## src/rtl/display_sequencer.sv

```systemverilog
// display_sequencer: snapshots four BCD digits, the colon flag and the brightness
// setting. It then sends a 7-byte refresh frame to the serial byte transmitter,
// one byte per tx_valid/tx_ready handshake.
module display_sequencer #(
  parameter int unsigned REFRESH_CYCLES = 5_000_000,
  parameter int unsigned ACK_TIMEOUT    = 8
) (
  input  logic        clk_sys,
  input  logic        reset,
  input  logic [15:0] digits,
  input  logic        colon,
  input  logic [2:0]  brightness,
  input  logic        display_on,
  input  logic        update,
  input  logic        tx_ready,
  output logic        tx_valid,
  output logic [7:0]  tx_data,
  output logic        busy,
  output logic        frame_done,
  output logic        err
);

  localparam int unsigned RefW    = $clog2(REFRESH_CYCLES);
  localparam int unsigned ToW     = $clog2(ACK_TIMEOUT + 1);
  localparam int unsigned LastIdx = 6;

  typedef enum logic [2:0] {
    S_IDLE,
    S_LOAD,
    S_ISSUE,
    S_WAIT_LOW,
    S_WAIT_HIGH,
    S_NEXT
  } state_e;

  state_e          state_q;
  logic [RefW-1:0] refresh_q;
  logic            refresh_wrap;
  logic            pending_q;
  logic            pending_set;
  logic [2:0]      idx_q;
  logic [ToW-1:0]  to_q;
  logic [15:0]     digits_q;
  logic            colon_q;
  logic [2:0]      bright_q;
  logic            on_q;
  logic            tx_valid_q;
  logic [7:0]      tx_data_q;
  logic            busy_q;
  logic            frame_done_q;
  logic            err_q;
  logic [7:0]      byte_c;

  // BCD digit to gfedcba segment pattern; codes above 9 are blanked
  function automatic logic [6:0] seg7(input logic [3:0] d);
    logic [6:0] s;
    case (d)
      4'd0:    s = 7'h3F;
      4'd1:    s = 7'h06;
      4'd2:    s = 7'h5B;
      4'd3:    s = 7'h4F;
      4'd4:    s = 7'h66;
      4'd5:    s = 7'h6D;
      4'd6:    s = 7'h7D;
      4'd7:    s = 7'h07;
      4'd8:    s = 7'h7F;
      4'd9:    s = 7'h6F;
      default: s = 7'h00;
    endcase
    return s;
  endfunction

  assign refresh_wrap = (refresh_q == RefW'(REFRESH_CYCLES - 1));
  assign pending_set  = update | refresh_wrap;

  // Free-running refresh period counter
  always_ff @(posedge clk_sys) begin
    if (reset) begin
      refresh_q <= '0;
    end else if (refresh_wrap) begin
      refresh_q <= '0;
    end else begin
      refresh_q <= refresh_q + RefW'(1);
    end
  end

  // Frame byte selected by the current index from the snapshot
  always_comb begin
    byte_c = 8'h00;
    case (idx_q)
      3'd0:    byte_c = 8'h40;
      3'd1:    byte_c = 8'hC0;
      3'd2:    byte_c = {1'b0, seg7(digits_q[3:0])};
      3'd3:    byte_c = {colon_q, seg7(digits_q[7:4])};
      3'd4:    byte_c = {1'b0, seg7(digits_q[11:8])};
      3'd5:    byte_c = {1'b0, seg7(digits_q[15:12])};
      3'd6:    byte_c = {4'b1000, on_q, bright_q};
      default: byte_c = 8'h00;
    endcase
  end

  // Frame sequencer; pending set requests win over the consume in S_IDLE
  always_ff @(posedge clk_sys) begin
    if (reset) begin
      state_q      <= S_IDLE;
      pending_q    <= 1'b0;
      idx_q        <= '0;
      to_q         <= '0;
      digits_q     <= '0;
      colon_q      <= 1'b0;
      bright_q     <= '0;
      on_q         <= 1'b0;
      tx_valid_q   <= 1'b0;
      tx_data_q    <= 8'h00;
      busy_q       <= 1'b0;
      frame_done_q <= 1'b0;
      err_q        <= 1'b0;
    end else begin
      tx_valid_q   <= 1'b0;
      frame_done_q <= 1'b0;
      err_q        <= 1'b0;
      pending_q    <= pending_q | pending_set;
      case (state_q)
        S_IDLE: begin
          if (pending_q) begin
            pending_q <= pending_set;
            busy_q    <= 1'b1;
            state_q   <= S_LOAD;
          end
        end
        S_LOAD: begin
          digits_q <= digits;
          colon_q  <= colon;
          bright_q <= brightness;
          on_q     <= display_on;
          idx_q    <= '0;
          state_q  <= S_ISSUE;
        end
        S_ISSUE: begin
          if (tx_ready) begin
            tx_data_q  <= byte_c;
            tx_valid_q <= 1'b1;
            to_q       <= '0;
            state_q    <= S_WAIT_LOW;
          end
        end
        S_WAIT_LOW: begin
          if (!tx_ready) begin
            state_q <= S_WAIT_HIGH;
          end else if (to_q == ToW'(ACK_TIMEOUT - 1)) begin
            // Abort and keep the request so the whole frame is retried
            err_q     <= 1'b1;
            busy_q    <= 1'b0;
            pending_q <= 1'b1;
            state_q   <= S_IDLE;
          end else begin
            to_q <= to_q + ToW'(1);
          end
        end
        S_WAIT_HIGH: begin
          if (tx_ready) begin
            state_q <= S_NEXT;
          end
        end
        S_NEXT: begin
          if (idx_q == 3'(LastIdx)) begin
            frame_done_q <= 1'b1;
            busy_q       <= 1'b0;
            state_q      <= S_IDLE;
          end else begin
            idx_q   <= idx_q + 3'd1;
            state_q <= S_ISSUE;
          end
        end
        default: state_q <= S_IDLE;
      endcase
    end
  end

  assign tx_valid   = tx_valid_q;
  assign tx_data    = tx_data_q;
  assign busy       = busy_q;
  assign frame_done = frame_done_q;
  assign err        = err_q;

endmodule
```

## config.mk

```make
export PLATFORM = sky130hd
export DESIGN_NAME = display_sequencer
export DESIGN_NICKNAME = d
export VERILOG_FILES = /design/src/rtl/display_sequencer.sv
export SDC_FILE = /design/constraint.sdc
export NUM_CORES = 1
export LEC_CHECK = 0
export ABC_AREA = 1
export CAP_MARGIN = 10
export CORE_MARGIN = 2
export CORE_UTILIZATION = 40
export CTS_BUF_LIST = sky130_fd_sc_hd__clkbuf_2 sky130_fd_sc_hd__clkbuf_4 sky130_fd_sc_hd__clkbuf_8
export CTS_CLUSTER_SIZE = 20
export DETAILED_ROUTE_END_ITERATION = 7
export GPL_ROUTABILITY_DRIVEN = 0
export PLACE_DENSITY_LB_ADDON = 0.25
export SLEW_MARGIN = 20
export SYNTH_ARGS = -nofsm -noshare
export SYNTH_HDL_FRONTEND = slang
export SYNTH_SLANG_ARGS = --single-unit
```

## constraint.sdc

```tcl
create_clock -name clk_sys -period 2.9 [get_ports clk_sys]
set_input_delay 0.87 -clock clk_sys [delete_from_list [all_inputs] [get_ports clk_sys]]
set_output_delay 0.87 -clock clk_sys [all_outputs]
set_load 0.05 [all_outputs]
```

==> metrics.cfg <==
[synth]
synth_ff_type=dfxtp_1
synth.avg_cell_area_um2=7.06
synth_xor_area_share_pct=1.17
ys_seq_area_share_pct=36.4
synthMuxAreaShare_pct=0
synth_edf_count=0
synth_compound_area_share_pct=6.09
ys_async_sr_fraction_pct=0
ys_top_cells_by_area=dfxtp_1 (36%), nand2_1 (19%), ha_1 (7.4%)
synth_warnings=0
synth.most_common_cell=nand2_1
ys_ff_latch=95
synthCells=739
synth_top_area_share_pct=36.4
synthSimpleGateAreaFrac_pct=39.1
synth_top_family_by_area=simple AND/OR/NAND/NOR gates
synthTopCellsByCount=nand2_1 (261), dfxtp_1 (95), inv_1 (88), nor2_1 (62), nand3_1 (51)
synth_area_mm2=0.00522
synth_area_leader_cell=dfxtp_1
yosysUniqueCellTypes=35
syn_nets=795
synthAdderAreaFrac_pct=7.43

[setup_path]
required_ps=3160
r2r.worst_path.cells=12
r2r_setup_slack_ps=470
critical_path.endpoint_type=flip-flop
reg2reg_from=state_q[1]$_SDFFE_PP0P_
worstPathMaxFanout=12
arrival_ps=2690
startpoint_type=flip-flop
path_class=flip-flop to flip-flop

[die]
die_x_um=118
pin_count=37
rows=41
die-area_mm2=0.0140
die_y_um=118
fp.coreArea_mm2=0.0127
start_util_pct=41.2

[clocking]
cts_sinks=95
cts_root_buf=clkbuf_8
cts_max_level=3
cts_made_buffers=9
clk_path_buf_depth=2
cts_tree=built
clk_latency_ps=370
cts_resized=0
holdBufCountCts=0
path_clk_slew_ps=90
cts_setup_buffers=0

[sta]
fin_crit_ps=2430
drv_slew=0
finalCritPeriodShare_pct=83.8
setup_ws_ps=469
max_freq_ghz=0.411
setup_viol=0
relSlewSlack_pct=57.5
tightest_slew_ps=637
finalHoldViolCount=0
clock_skew_ps=9.17
rsz0062_at_grt=no
tns_ps=0

[placement]
hpwl_um=8210
dp_slack_ps=206
dpl_cell_area_mm2=0.00569
port_buffers=36

[global_routing]
grt_overflow_total=0
grt_pass1_wl_um=18700
grt_pass1_vias=4111
grt_max_degree=28
antenna_found_initial=0
grt.total_usage_pct=16.3

[worst_hold_path]
min_from=tx_data[5]$_SDFFE_PP0P_
hold_path.class=flip-flop to flip-flop
hold_path_depth=2
worstHoldEndpoint=tx_data[5]$_SDFFE_PP0P_

[power_and_ir_drop]
swShare_pct=37.7
leakage_nw=2.70
power_frac_comb_pct=35.6
switchingPower_w=0.00163
seqPwrFrac_pct=39.8
power.density_mw_per_mm2=727
vdd_ir_drop_max_mv=0.295
clkPwrFrac_pct=24.6
p_int_w=0.00269

[routing]
wirelength_um=10800
dr.first_iter.drc_count=267
ant_nets=0
vias=4434
drcViolationCount=0
wl_per_cell_um=11.3
dr.pass1.iters=5
via_per_inst=4.66

[layout]
area_growth_pct=13.6
antennaDiodeCount=0
layout-drive-gt1-share_pct=8.34
final_cell_area_mm2=0.00593
num-fill-cells=1264
nets=830

[status]
status=finished, final reports clean

[run]
maxCapViolCount=0

==> critical path, cell delays in order, from the launching register on <==
cell and delay, ps:
dfxtp_1 450, inv_2 170, nand2_1 80, nor2_2 500, nand2_1 160, nand2_1 120, nand2_1 160, inv_1 130
ha_1 240, inv_1 50, nand4_1 110, nand2_1 80, nand2_1 50
==> kinds of logic (layout without fill, tap and decap cells) <==
logic type                 Yosys count  in the layout
and+or+nand+nor                    436            436
buffers and inverters              113            153
DFF                                 95             95
xor gates and xnor gates             7              7
adders and majority gates           31             31
AOI/OAI and AO/OA                   57             57
==> layout make-up <==
cell class / instances / area [µm²] / area share (%)
Clock inverter: 5 / 106 / 1.79
Multi-Input combinational cell: 531 / 2810 / 47.3
Timing Repair Buffer: 40 / 390 / 6.58
Sequential cell: 95 / 1900 / 32.1
Tap cell: 172 / 215 / 3.63
Clock buffer: 11 / 139 / 2.34
Inverter: 97 / 372 / 6.26
==> metrics by stage <==
step | power, W | hold WS [ps] | utilization (%) | cells
after floorplan | 0.00299 | 429 | - | 739
after global placement | 0.00325 | 446 | 44.9 | 935
after detailed placement | 0.00329 | 446 | 44.9 | 935
after CTS | 0.00435 | 460 | 46.8 | 951
after global routing | 0.00466 | 476 | 46.8 | 951
final | 0.00431 | 458 | 46.8 | 951
==> layer usage <==
layer,routed length (µm),GRT usage (%)
met5,0,0
met3,370,3.23
met2,4790,26.3
met1,5490,21.4
met4,140,6.48
==> cells in the final DEF (no fill, tap or decap), types with 6 or more instances in the layout <==
cell type and instances:
nand2_1 261, dfxtp_1 95, inv_1 88, nor2_1 62
nand3_1 51, clkdlybuf4s50_1 36, ha_1 31, a21oi_1 27
nand4_1 19, o21ai_0 19, nor2_4 10, nand3_4 9
clkbuf_8 9, nand2_2 8, inv_2 6
==> worst max path at each step <==
stage | start | endpoint | slack [ps] | cells past startpoint
2_1_floorplan | reset | flip-flop | 570 | 11
3_3_place_gp | reset | flip-flop | 280 | 9
3_5_place_dp | reset | flip-flop | 210 | 9
4_1_cts | tx_data[2]$_SDFFE_PP0P_ | tx_data[2] | 480 | 1
5_1_grt | state_q[1]$_SDFFE_PP0P_ | flip-flop | 270 | 12
6_report | state_q[1]$_SDFFE_PP0P_ | flip-flop | 470 | 12
==> power by group through the flow <==
stage / clock (W) / sequential (W) / combinational, W
floorplan: 0 / 0.00172 / 0.00127
global placement: 0 / 0.00175 / 0.00151
detailed placement: 0 / 0.00175 / 0.00154
CTS: 0.00109 / 0.00172 / 0.00154
global route: 0.00115 / 0.00174 / 0.00177
finish: 0.00106 / 0.00172 / 0.00154
Note: power is estimated with default switching activity, not from simulation.
